$ cat src/rtl/drawing_control.sv
// Control FSM for the drawing datapath: owns the cursor cell, turns buttons into
// datapath commands and steps the datapath through its oState/iDone/iMove handshake.
module drawing_control #(
    parameter int SCREEN_WIDTH   = 640,
    parameter int SCREEN_HEIGHT  = 480,
    parameter int CELL_DIMENSION = 5,
    parameter int UPPER_BITS     = $clog2(((SCREEN_WIDTH / CELL_DIMENSION) > (SCREEN_HEIGHT / CELL_DIMENSION)) ?
                                          (SCREEN_WIDTH / CELL_DIMENSION) : (SCREEN_HEIGHT / CELL_DIMENSION)),
    parameter int WAIT_CYCLES    = 4
) (
    input  logic                  iClk,
    input  logic                  iResetn,
    input  logic                  iUp,
    input  logic                  iDown,
    input  logic                  iLeft,
    input  logic                  iRight,
    input  logic                  iDraw,
    input  logic                  iErase,
    input  logic                  iClear,
    input  logic                  iMove,
    input  logic                  iDone,
    output logic [2:0]            oState,
    output logic [UPPER_BITS-1:0] oX_cell,
    output logic [UPPER_BITS-1:0] oY_cell,
    output logic                  oBusy
);

    localparam int CNT_W = $clog2(WAIT_CYCLES + 1);
    localparam logic [UPPER_BITS-1:0] X_MAX = UPPER_BITS'(SCREEN_WIDTH / CELL_DIMENSION - 1);
    localparam logic [UPPER_BITS-1:0] Y_MAX = UPPER_BITS'(SCREEN_HEIGHT / CELL_DIMENSION - 1);
    localparam logic [UPPER_BITS-1:0] ONE   = UPPER_BITS'(1);

    typedef enum logic [2:0] {
        S_IDLE  = 3'd0,
        S_MOVE  = 3'd1,
        S_WAIT  = 3'd2,
        S_CLEAN = 3'd3,
        S_DRAW  = 3'd4,
        S_ERASE = 3'd5,
        S_CLEAR = 3'd6
    } state_t;

    state_t           state;
    logic [CNT_W-1:0] wait_cnt;
    logic             up_q, down_q, left_q, right_q, clear_q;

    wire up_p    = iUp    & ~up_q;
    wire down_p  = iDown  & ~down_q;
    wire left_p  = iLeft  & ~left_q;
    wire right_p = iRight & ~right_q;
    wire clear_p = iClear & ~clear_q;

    assign oState = state;
    assign oBusy  = (state != S_IDLE);

    // History resets high so a button held through reset does not register as a press.
    always_ff @(posedge iClk or negedge iResetn) begin
        if (!iResetn) begin
            state    <= S_IDLE;
            wait_cnt <= '0;
            oX_cell  <= '0;
            oY_cell  <= '0;
            up_q     <= 1'b1;
            down_q   <= 1'b1;
            left_q   <= 1'b1;
            right_q  <= 1'b1;
            clear_q  <= 1'b1;
        end else begin
            up_q    <= iUp;
            down_q  <= iDown;
            left_q  <= iLeft;
            right_q <= iRight;
            clear_q <= iClear;
            case (state)
                S_IDLE: begin
                    // iDone still high means the datapath has not yet dropped its last completion.
                    if (!iDone && clear_p)     state <= S_CLEAR;
                    else if (!iDone && iMove)  state <= S_MOVE;
                    else if (!iDone && iDraw)  state <= S_DRAW;
                    else if (!iDone && iErase) state <= S_ERASE;
                    else begin
                        if (up_p) begin
                            if (oY_cell != '0) oY_cell <= oY_cell - ONE;
                        end else if (down_p) begin
                            if (oY_cell != Y_MAX) oY_cell <= oY_cell + ONE;
                        end
                        if (left_p) begin
                            if (oX_cell != '0) oX_cell <= oX_cell - ONE;
                        end else if (right_p) begin
                            if (oX_cell != X_MAX) oX_cell <= oX_cell + ONE;
                        end
                    end
                end
                S_MOVE: if (iDone) state <= S_WAIT;
                S_WAIT: begin
                    if (wait_cnt == CNT_W'(WAIT_CYCLES - 1)) begin
                        wait_cnt <= '0;
                        state    <= S_CLEAN;
                    end else begin
                        wait_cnt <= wait_cnt + 1'b1;
                    end
                end
                S_CLEAN, S_DRAW, S_ERASE, S_CLEAR: if (iDone) state <= S_IDLE;
                default: state <= S_IDLE;
            endcase
        end
    end

endmodule

$ cat config.mk
export PLATFORM = sky130hd
export DESIGN_NAME = drawing_control
export DESIGN_NICKNAME = d
export VERILOG_FILES = /design/src/rtl/drawing_control.sv
export SDC_FILE = /design/constraint.sdc
export NUM_CORES = 1
export LEC_CHECK = 0
export CORE_MARGIN = 1
export CORE_UTILIZATION = 50
export CTS_CLUSTER_SIZE = 30
export DETAILED_ROUTE_END_ITERATION = 7
export PLACE_DENSITY = 0.79
export RECOVER_POWER = 25
export REMOVE_ABC_BUFFERS = 1
export SLEW_MARGIN = 20
export SYNTH_ARGS = -nofsm -noshare
export SYNTH_HDL_FRONTEND = slang
export SYNTH_SLANG_ARGS = --single-unit
$ cat constraint.sdc
create_clock -name iClk -period 3.2 [get_ports iClk]
set_clock_uncertainty 0.05 [all_clocks]
set_input_delay 0.64 -clock iClk [delete_from_list [all_inputs] [get_ports iClk]]
set_output_delay 0.64 -clock iClk [all_outputs]
set_load 0.01 [all_outputs]
==> impl_results.md <==
- Status: finished clean
- Vias/cell: 5.91
- First-pass GRT wire length: 4.93 mm
- Die area: approximately 0.003 mm2
- RD Place Congestion: 0.902
- Power density over cell area: 826 mW/mm2
- Area leader, netlist: dfrtp_1
- Core ar.: between 0.002 and 0.003 mm2
- Num ports: 29
- Peak Freq: about 0.35 GHz
- Longest Clk Path Bufs: 2
- Crit path max fanout: 6
- Fillers: 214
- DR DRC count: 0
- Area post-placement: 0.00168 mm2
- Vias in the first global route: 1140
- Synth area leaders: dfrtp_1 36%, dfstp_2 9.6%, xnor2_1 7.0%, nand3_1 3.3%, nand2_1 3.3%
- Starting Density: 54.0%
- Total track usage: 23.0%
- Mapped Area: between 0.001 and 0.0015 mm2
- Pin slew with the least headroom to its limit: 1.33 ns
- Ant. Diodes: 0
- Nets@finish: 180
- Leakage: around 0.68 nW
- Post-route cell area: 0.00170 mm2
- Yosys reg bits: 25
- Top routing layer used: met4
- Detail Route Antenna Nets: 0
- 1st-pass router iterations: 4
- Synth Area per Inst: 10.2 um2
- Final WL: 2.93 mm
- Flop2flop setup slack: 0.69 ns
- Final Hold Fails: 0
- WL met2: 1.49 mm
- WL met1: 1.30 mm
- Die height: 54.4 um
- Data arrival, critical path: 3.00 ns
- Clock sinks: 25
- Max rail drop VDD: 0.000469 V
- DR WL/cell: between 15 and 20 um
- TritonCTS clock tree: yes
- Routed vias: 1153
- Synth warnings: 0
- Register Area: 632 um2
- Combined area of the multi-input logic cells: approximately 700 um2
- Fin. max-slew vios: 0
- Post-synthesis cell type count: 43
- Hold Crit Class: reg -> reg
- Post-CTS Setup Inserts: 0
- Share of cells above drive strength 1: 11.5%
- Post-synthesis sequential area ratio: 46.0%
- Fin crit period: 2.84 ns
- Worst slew margin: 11.2%
- Hold_ws: 0.469 ns
- Clock Latency Late Sink: a little over 0.3 ns
- Initial DRC Count: 27
- Final setup fails: 0
- Post-CTS resize count: 0
- CP Capture Type: flip-flop
- Initial antenna violation count: 0
- Yosys top cell area share: 36.4%
- RSZ-0062 raised after global routing: false
- Grt ovf: 0
- Synthesis-to-layout area growth: 23.9%
- Die Wd: 54.4 um
- H-tree levels: 1
- CP Class: in -> reg
- HPWL after DPL: 2.15 mm
- Clk pin slew, worst setup/hold paths: around 0.13 ns
- Port Buffers: 28
- Inserted Clock Buffers: 3
- FP Rows: 18
- Crit start category: input pin
- Met3 wire length: 116 um
- Setup_tns: 0 ns
- Part of the cycle the worst path needs: 88.6%
- Worst Path Required: 3.36 ns
- Cell count after synthesis: 135
- Hold Buf Count CTS: 0
- CTS Root Cell: clkbuf_4
- Largest net degree at the start of global routing: 26
- Max_cap viols: 0
[flip-flops by register name, summed over array words and instances (netlist names)]
register  cells
down_q        1
oX_cell       7
wait_cnt      3
up_q          1
right_q       1
left_q        1
clear_q       1
oState        3
oY_cell       7
[worst max-delay path: stages]
cell,delay [ns]
dlygate4sd3_1,0.57
nand2b_1,0.21
or2_2,0.20
nand2_1,0.06
ha_1,0.21
or4b_2,0.64
nor3_1,0.17
o211ai_1,0.14
xnor2_1,0.16
[routing by layer]
| metal | up-vias | GRT usage (%) |
|---|---|---|
| li1 | 552 | - |
| met1 | 567 | 27.7 |
| met2 | 32 | 42.3 |
| met3 | 2 | 2.78 |
| met4 | 0 | 6.41 |
| met5 | - | 0 |
[cell families (layout without fill, tap and decap cells)]
group,Yosys count,count (layout),share of synthesized area (%)
compound gates,25,25,13.6
xor+xnor,11,11,7.01
fa+ha+maj,3,3,2.73
buf+inv,8,38,2.73
flops,25,25,46.0
mux,6,6,5.00
simple gates,57,57,23.0
[per-stage QoR]
stage	util, %	setup WS [ns]	std cells	total power [W]
3_3_place_gp	66.1	0.193	191	0.00124
2_1_floorplan	-	0.729	132	0.000950
3_5_place_dp	66.1	0.146	191	0.00127
5_1_grt	67.0	0.262	195	0.00152
4_1_cts	67.1	0.486	195	0.00141
6_report	67.0	0.364	195	0.00141
[cell usage in the layout (no fill, tap or decap), types with 3 or more instances in the layout]
| master | n |
|---|---|
| clkdlybuf4s50_1 | 22 |
| dfrtp_1 | 20 |
| nand2_1 | 12 |
| xnor2_1 | 11 |
| nand3_1 | 9 |
| nor2_1 | 6 |
| nor3_1 | 6 |
| dlygate4sd3_1 | 6 |
| inv_1 | 5 |
| a21oi_1 | 5 |
| dfstp_2 | 5 |
| nand2b_1 | 4 |
| nand4_1 | 4 |
| or4_1 | 3 |
| o21ai_0 | 3 |
| ha_1 | 3 |
| clkbuf_4 | 3 |
[synth_stat cells (all sizes together)]
cell and count:
or4 3, mux2i 2, or2 2, dfrtp 20, o32a 1, nand4 4, or4b 2, nand3 9
ha 3, clkbuf 2, nand2b 4, o31ai 2, o22a 1, nor2 6, o311ai 2, a21o 2
a211oi 2, o211ai 1, buf 1, a21oi 5, o21ai 5, xnor2 11, nor2b 2, dfstp 5
nor3b 1, o22ai 2, or3b 1, and3 1, o221a 1, nor3 6, inv 5, mux2 4
a31oi 1, nand2 13, and2 1, or3 2
[area by class of cell]
class / instances / share of cell area (%)
inverter: 5 / 1.10
sequential: 25 / 37.1
clock buffer: 4 / 1.54
tap: 30 / 2.20
multi-input combinational: 102 / 41.4
timing repair buffer: 29 / 16.7
[where the power goes]
group          switching, W  total, W  internal, W  leakage (nW)
registers          0.000191  0.000621     0.000430         0.305
logic              0.000266  0.000645     0.000379         0.357
clock network     0.0000916  0.000140    0.0000486        0.0150
total              0.000549   0.00141     0.000858         0.676
[path summary, 6_finish.rpt]
| path | start | endpoint | cells after the start |
|---|---|---|---|
| setup / recovery | iLeft | oX_cell[6] | 9 |
| hold / removal | wait_cnt[2] | wait_cnt[2] | 2 |
| setup reg to reg | left_q | oX_cell[6] | 8 |
| hold reg to reg | wait_cnt[2] | wait_cnt[2] | 2 |
| max in group asynchronous | iResetn | oX_cell[1] | 2 |
| min in group asynchronous | iResetn | wait_cnt[2] | 2 |
(Power assumes the default switching activity.)
